$ cat src/rtl/sram_bridge_pkg.sv
// sram_bridge_pkg: shared FSM encoding, default widths and wait-state bounds for sram_bridge.
// Revision: 1.0
`default_nettype none

package sram_bridge_pkg;

  typedef enum logic [1:0] {
    IDLE   = 2'd0,
    SETUP  = 2'd1,
    STROBE = 2'd2,
    HOLD   = 2'd3
  } state_e;

  localparam int ADDR_W_DEF = 21;
  localparam int DATA_W_DEF = 8;
  localparam int WAIT_MIN   = 1;
  localparam int WAIT_MAX   = 15;
  localparam int WAIT_CNT_W = 4;

  // Index of the final STROBE cycle; out-of-range wait counts are clamped into 1..15.
  function automatic logic [WAIT_CNT_W-1:0] last_wait_idx(input int waits);
    int w;
    w = (waits < WAIT_MIN) ? WAIT_MIN : ((waits > WAIT_MAX) ? WAIT_MAX : waits);
    return WAIT_CNT_W'(w - 1);
  endfunction

endpackage

`default_nettype wire

$ cat src/rtl/sram_addr_sreg.sv
// sram_addr_sreg: serial-load AVR address register with wrapping increment and busy lockout.
// Revision: 1.0
`default_nettype none

module sram_addr_sreg
  import sram_bridge_pkg::*;
#(
  parameter int ADDR_W = ADDR_W_DEF
) (
  input  logic              clk,
  input  logic              reset,
  input  logic              busy_i,
  input  logic              autoinc_i,
  input  logic              sreg_en_n_i,
  input  logic              sreg_si_i,
  input  logic              counter_n_i,
  output logic [ADDR_W-1:0] addr_o
);

  logic [ADDR_W-1:0] addr_q;
  logic [ADDR_W-1:0] addr_d;
  logic [ADDR_W-1:0] addr_inc;

  assign addr_inc = addr_q + {{(ADDR_W-1){1'b0}}, 1'b1};

  // autoinc only fires while busy, so it never stacks with a counter_n strobe.
  always_comb begin
    addr_d = addr_q;
    if (autoinc_i) begin
      addr_d = addr_inc;
    end else if (!busy_i) begin
      if (!sreg_en_n_i) begin
        addr_d = {addr_q[ADDR_W-2:0], sreg_si_i};
      end else if (!counter_n_i) begin
        addr_d = addr_inc;
      end
    end
  end

  always_ff @(posedge clk) begin
    if (reset) begin
      addr_q <= '0;
    end else begin
      addr_q <= addr_d;
    end
  end

  assign addr_o = addr_q;

endmodule

`default_nettype wire

$ cat src/rtl/sram_bridge.sv
// sram_bridge: arbitrates one SRAM between a timed AVR access port and a SNES read passthrough.
// Optional macro SRAM_BRIDGE_AUTOINC_EN: step the AVR address in HOLD of every access. Revision: 1.0
`default_nettype none

module sram_bridge
  import sram_bridge_pkg::*;
#(
  parameter int ADDR_W      = ADDR_W_DEF,
  parameter int DATA_W      = DATA_W_DEF,
  parameter int WAIT_STATES = 1
) (
  input  logic              clk,
  input  logic              reset,
  input  logic              snes_mode,
  input  logic              sreg_en_n,
  input  logic              sreg_si,
  input  logic              counter_n,
  input  logic              rd_req,
  input  logic              wr_req,
  input  logic [DATA_W-1:0] avr_wdata,
  output logic [DATA_W-1:0] avr_rdata,
  output logic              rd_valid,
  output logic              busy,
  output logic              req_err,
  output logic [ADDR_W-1:0] addr_q,
  input  logic [ADDR_W-1:0] snes_addr,
  output logic [DATA_W-1:0] snes_data,
  output logic [ADDR_W-1:0] sram_addr,
  input  logic [DATA_W-1:0] sram_data_i,
  output logic [DATA_W-1:0] sram_data_o,
  output logic              sram_data_oe,
  output logic              sram_oe_n,
  output logic              sram_we_n,
  output logic              sram_ce_n
);

  localparam logic [WAIT_CNT_W-1:0] LAST_WAIT = last_wait_idx(WAIT_STATES);

  state_e                  state_q, state_d;
  logic [WAIT_CNT_W-1:0]   wait_cnt_q, wait_cnt_d;
  logic                    is_wr_q, is_wr_d;
  logic [DATA_W-1:0]       wdata_q, wdata_d;
  logic [DATA_W-1:0]       rdata_q, rdata_d;
  logic                    req_err_q, req_err_d;
  logic                    autoinc;

`ifdef SRAM_BRIDGE_AUTOINC_EN
  assign autoinc = (state_q == HOLD);
`else
  assign autoinc = 1'b0;
`endif

  sram_addr_sreg #(
    .ADDR_W (ADDR_W)
  ) u_addr_sreg (
    .clk         (clk),
    .reset       (reset),
    .busy_i      (busy),
    .autoinc_i   (autoinc),
    .sreg_en_n_i (sreg_en_n),
    .sreg_si_i   (sreg_si),
    .counter_n_i (counter_n),
    .addr_o      (addr_q)
  );

  always_comb begin
    state_d    = state_q;
    wait_cnt_d = wait_cnt_q;
    is_wr_d    = is_wr_q;
    wdata_d    = wdata_q;
    rdata_d    = rdata_q;
    req_err_d  = req_err_q;

    unique case (state_q)
      IDLE: begin
        if (!snes_mode) begin
          if (rd_req && wr_req) begin
            req_err_d = 1'b1;
          end else if (rd_req) begin
            is_wr_d = 1'b0;
            state_d = SETUP;
          end else if (wr_req) begin
            is_wr_d = 1'b1;
            wdata_d = avr_wdata;
            state_d = SETUP;
          end
        end
      end
      SETUP: begin
        wait_cnt_d = '0;
        state_d    = STROBE;
      end
      STROBE: begin
        if (wait_cnt_q == LAST_WAIT) begin
          state_d = HOLD;
          if (!is_wr_q) begin
            rdata_d = sram_data_i;
          end
        end else begin
          wait_cnt_d = wait_cnt_q + 1'b1;
        end
      end
      HOLD: begin
        state_d = IDLE;
      end
      default: begin
        state_d = IDLE;
      end
    endcase
  end

  always_ff @(posedge clk) begin
    if (reset) begin
      state_q    <= IDLE;
      wait_cnt_q <= '0;
      is_wr_q    <= 1'b0;
      wdata_q    <= '0;
      rdata_q    <= '0;
      req_err_q  <= 1'b0;
    end else begin
      state_q    <= state_d;
      wait_cnt_q <= wait_cnt_d;
      is_wr_q    <= is_wr_d;
      wdata_q    <= wdata_d;
      rdata_q    <= rdata_d;
      req_err_q  <= req_err_d;
    end
  end

  // Pad controls decode straight from state; SNES passthrough is blanked while reset is held.
  always_comb begin
    sram_addr    = addr_q;
    snes_data    = '0;
    sram_ce_n    = 1'b1;
    sram_oe_n    = 1'b1;
    sram_we_n    = 1'b1;
    sram_data_oe = 1'b0;
    rd_valid     = 1'b0;

    unique case (state_q)
      IDLE: begin
        if (snes_mode && !reset) begin
          sram_addr = snes_addr;
          sram_ce_n = 1'b0;
          sram_oe_n = 1'b0;
          snes_data = sram_data_i;
        end
      end
      SETUP: begin
        sram_ce_n    = 1'b0;
        sram_data_oe = is_wr_q;
      end
      STROBE: begin
        sram_ce_n    = 1'b0;
        sram_data_oe = is_wr_q;
        sram_oe_n    = is_wr_q;
        sram_we_n    = !is_wr_q;
      end
      HOLD: begin
        sram_ce_n    = 1'b0;
        sram_data_oe = is_wr_q;
        rd_valid     = !is_wr_q;
      end
      default: begin
        sram_ce_n = 1'b1;
      end
    endcase
  end

  assign busy        = (state_q != IDLE);
  assign avr_rdata   = rdata_q;
  assign req_err     = req_err_q;
  assign sram_data_o = wdata_q;

endmodule

`default_nettype wire

$ cat config.mk
export PLATFORM = sky130hd
export DESIGN_NAME = sram_bridge
export DESIGN_NICKNAME = d
export VERILOG_FILES = /design/src/rtl/sram_bridge_pkg.sv /design/src/rtl/sram_addr_sreg.sv /design/src/rtl/sram_bridge.sv
export SDC_FILE = /design/constraint.sdc
export NUM_CORES = 1
export LEC_CHECK = 0
export CORE_ASPECT_RATIO = 0.75
export CORE_MARGIN = 1
export CORE_UTILIZATION = 44
export DETAILED_ROUTE_END_ITERATION = 8
export PLACE_DENSITY = 0.93
export SYNTH_ARGS = -nofsm -noshare
export SYNTH_HDL_FRONTEND = slang
export SYNTH_HIERARCHICAL = 1
export SYNTH_SLANG_ARGS = --single-unit
$ cat constraint.sdc
create_clock -name clk -period 2.6 [get_ports clk]
set_clock_uncertainty 0.15 [all_clocks]
set_input_delay 0.52 -clock clk [delete_from_list [all_inputs] [get_ports clk]]
set_output_delay 0.52 -clock clk [all_outputs]
set_load 0.02 [all_outputs]
==> flow_metrics.py <==
metrics = {
    "die": {
        "core_sq_mm": 0.00647,
        "fp.dieArea_sq_mm": 0.00725,
        "num_rows": 25,
        "die_y_microns": 74.0,
        "dieWidth_microns": 98.0,
        "start_util_pct": 46.9,
        "io_pins": 118,
    },
    "power_and_ir_drop": {
        "leakage_uw": 0.00170,
        "power.density_mw_per_mm2": 611,
        "ir_worst_vdd_uv": 384,
    },
    "worst_hold_path": {
        "min-delay-path-class": "reg2reg",
    },
    "cts": {
        "clock-root-buffer": "clkbuf_8",
        "clock_latency_ns": 0.30,
        "clkSlewWorstSetupHoldPaths_ns": 0.08,
        "htreeDepth": 2,
        "ctsLongestPathBuffers": 2,
        "cts.sinks": 45,
        "cts_hold_buf": 0,
        "tritoncts": "yes",
        "cts_buffers": 5,
    },
    "synthesis": {
        "synth_cells": 366,
        "synth_edf_count": 0,
        "syn_area_sq_mm": 0.00304,
        "ys_top_cells_by_area": "dfxtp_1, mux2_2, a21oi_1",
        "ys.flop_type": "dfxtp_1",
        "synth_top_cell_area_share_pct": 29.6,
        "synth_top_area_cell": "dfxtp_1",
        "async_reset_ff_share_pct": 0,
        "synth-seq-cells": 45,
        "ys_types": 62,
        "yosys_warnings": 6,
        "synth_seq_area_share_pct": 29.6,
        "avgSynthCellArea_sq_um": 8.30,
    },
    "grt": {
        "overflow": 0,
        "grt_max_degree": 48,
        "grt_pass1_vias": 3356,
        "antenna_found_initial": 0,
        "grt_use_total_pct": 28.0,
        "grt_pass1_wl_mm": 16.3,
    },
    "sta": {
        "worstMarginPinSlew_ns": 0.540,
        "timing.hold.ws_ns": 0.324,
        "setup_slack_ns": -0.00306,
        "setup_viol": 2,
        "fin_tns_setup_ns": -0.00508,
        "fin_crit_ns": 2.60,
        "rsz0062_at_grt": "true",
        "maxSlewHeadroom_pct": 63.5,
        "period_share_pct": 100,
        "fmax_ghz": 0.384,
        "finalMaxSlewViolations": 0,
        "hold_violations": 0,
    },
    "cells_and_area": {
        "layout_common_cells": "clkdlybuf4s50_1, dfxtp_1, a21oi_1, o21ai_0, nand3_1",
        "area_delta_synth_final_pct": 47.4,
        "nets": 545,
        "n_antenna_cell": 0,
        "final_common_cell": "clkdlybuf4s50_1",
        "fin_util_pct": 69.2,
        "nFillCells": 494,
        "drive_above_1_share_pct": 14.8,
    },
    "detailed_routing": {
        "drcViolationCount": 4,
        "wl_met2_mm": 4.99,
        "wl_met1_mm": 4.11,
        "first_pass_iters": 7,
        "vias_per_cell": 6.23,
        "drtAntennaViolNets": 0,
        "top_layer": "met4",
        "drtIter0Drc": 458,
        "drt_wl_total_mm": 10.3,
        "dr_total_vias": 3568,
        "wl_per_cell_microns": 18.0,
        "wl_met3_microns": 969,
    },
    "setup_path": {
        "crit_arrival_ns": 1.93,
        "startpoint_type": "flop",
        "crit_fanout": 5,
        "crit_type": "reg2out",
        "end_kind": "output port",
        "critPathRequiredTime_ns": 1.93,
    },
    "run_status": {
        "status": "finished with violations",
        "violations": "DRC, setup timing",
    },
    "place": {
        "gp_congestion": 0.871,
        "post-dp-hpwl_mm": 7.34,
        "port_buffers": 117,
    },
    "run": {
        "cap_violations": 0,
    },
}
-- cell usage after synthesis (3+ instances only) --
cell type   n
buf_4       4
clkbuf_1   11
nor4_1      3
a31oi_1     5
mux2_2     15
ha_1        9
o31ai_1     3
nand4_1     5
and3_1      6
o21ai_0    24
nor3b_1     3
o41ai_1     3
dfxtp_1    45
o211ai_1   10
a21oi_1    29
a211oi_1    3
mux2_1      7
nor4b_1     5
nand3_1    23
o22ai_1     3
and2_1     12
a41oi_1     3
buf_2       7
nand3b_1    6
o21bai_1    3
nor2b_1     6
nand2_1    19
mux2i_1     9
or2_2       3
inv_1      14
nor3_1      3
buf_6       4
nor2_1     22
-- kinds of logic (layout without fill, tap and decap cells) --
logic type | after synthesis | count (layout) | share of synthesized area, %
buffers and inverters | 41 | 162 | 6.87
muxes | 31 | 31 | 11.1
DFF | 45 | 45 | 29.6
adders and majority gates | 9 | 9 | 3.71
AOI/OAI and AO/OA | 105 | 105 | 22.8
and+or+nand+nor | 134 | 134 | 25.7
other | 1 | 6 | 0.123
-- state kept, by name, indices dropped and copies added (netlist names) --
register and cells:
sram_data_o 8, wait_cnt_q 4, state_q 2, req_err 1
avr_rdata 8, is_wr_q 1, u_addr_sreg/addr_o 21
-- final timing paths --
| path | start | endpoint | slack, ns | cells after the start |
|---|---|---|---|---|
| min | req_err$_SDFFE_PP0P_ | req_err$_SDFFE_PP0P_ | 0.32 | 2 |
| min reg2reg | req_err$_SDFFE_PP0P_ | req_err$_SDFFE_PP0P_ | 0.32 | 2 |
| max reg2reg | u_addr_sreg/addr_o[0]$_SDFFE_PP0P_ | u_addr_sreg/addr_o[10]$_SDFFE_PP0P_ | 0.24 | 5 |
| max | state_q[1]$_SDFFE_PP0P_ | sram_addr[1] | -0.003 | 7 |
-- where the power goes --
part           total [uW]  leakage, uW  internal [uW]  switching (uW)
logic                1480      0.00130            688             795
registers             822     0.000364            756            65.6
clock network         434    0.0000395            192             242
total                2740      0.00170           1640            1100
-- per-stage QoR --
stage,instance area (sq um),power (uW),setup WS (ns),instances
floorplan,3060,1660,0.365,371
global placement,4350,2220,-0.368,561
detailed placement,4350,2280,-0.414,561
CTS,4500,2730,0.000173,573
global route,4480,2870,-0.0987,573
finish,4480,2740,-0.00306,573
-- final cells by class --
class	count	area, sq um	area share [%]
clock buffers	8	80.1	1.79
inverters	14	52.6	1.17
well taps	81	101	2.26
flip-flops and latches	45	901	20.1
multi-input cells	285	1960	43.7
repair buffers	140	1390	31.0
-- per-layer routing --
layer / global-route usage (%) / up-vias
li1: - / 1610
met1: 35.0 / 1668
met2: 48.3 / 247
met3: 5.45 / 43
met4: 11.8 / 0
met5: 0 / -
-- critical path, cell delays in order (launching register included) --
cell and delay, ns:
dfxtp_1 0.34, inv_1 0.07, ha_1 0.20, nand3b_1 0.13, buf_4 0.18, buf_12 0.13
mux2_2 0.34, clkdlybuf4s15_2 0.25
-- what timing repair did --
action	CTS	global route
gates cloned	2	0
pin swaps	1	0
resized for setup	73	10
setup buffers	2	0
endpoints found under the setup margin	31	23
Power figures use the tool's default switching activity.
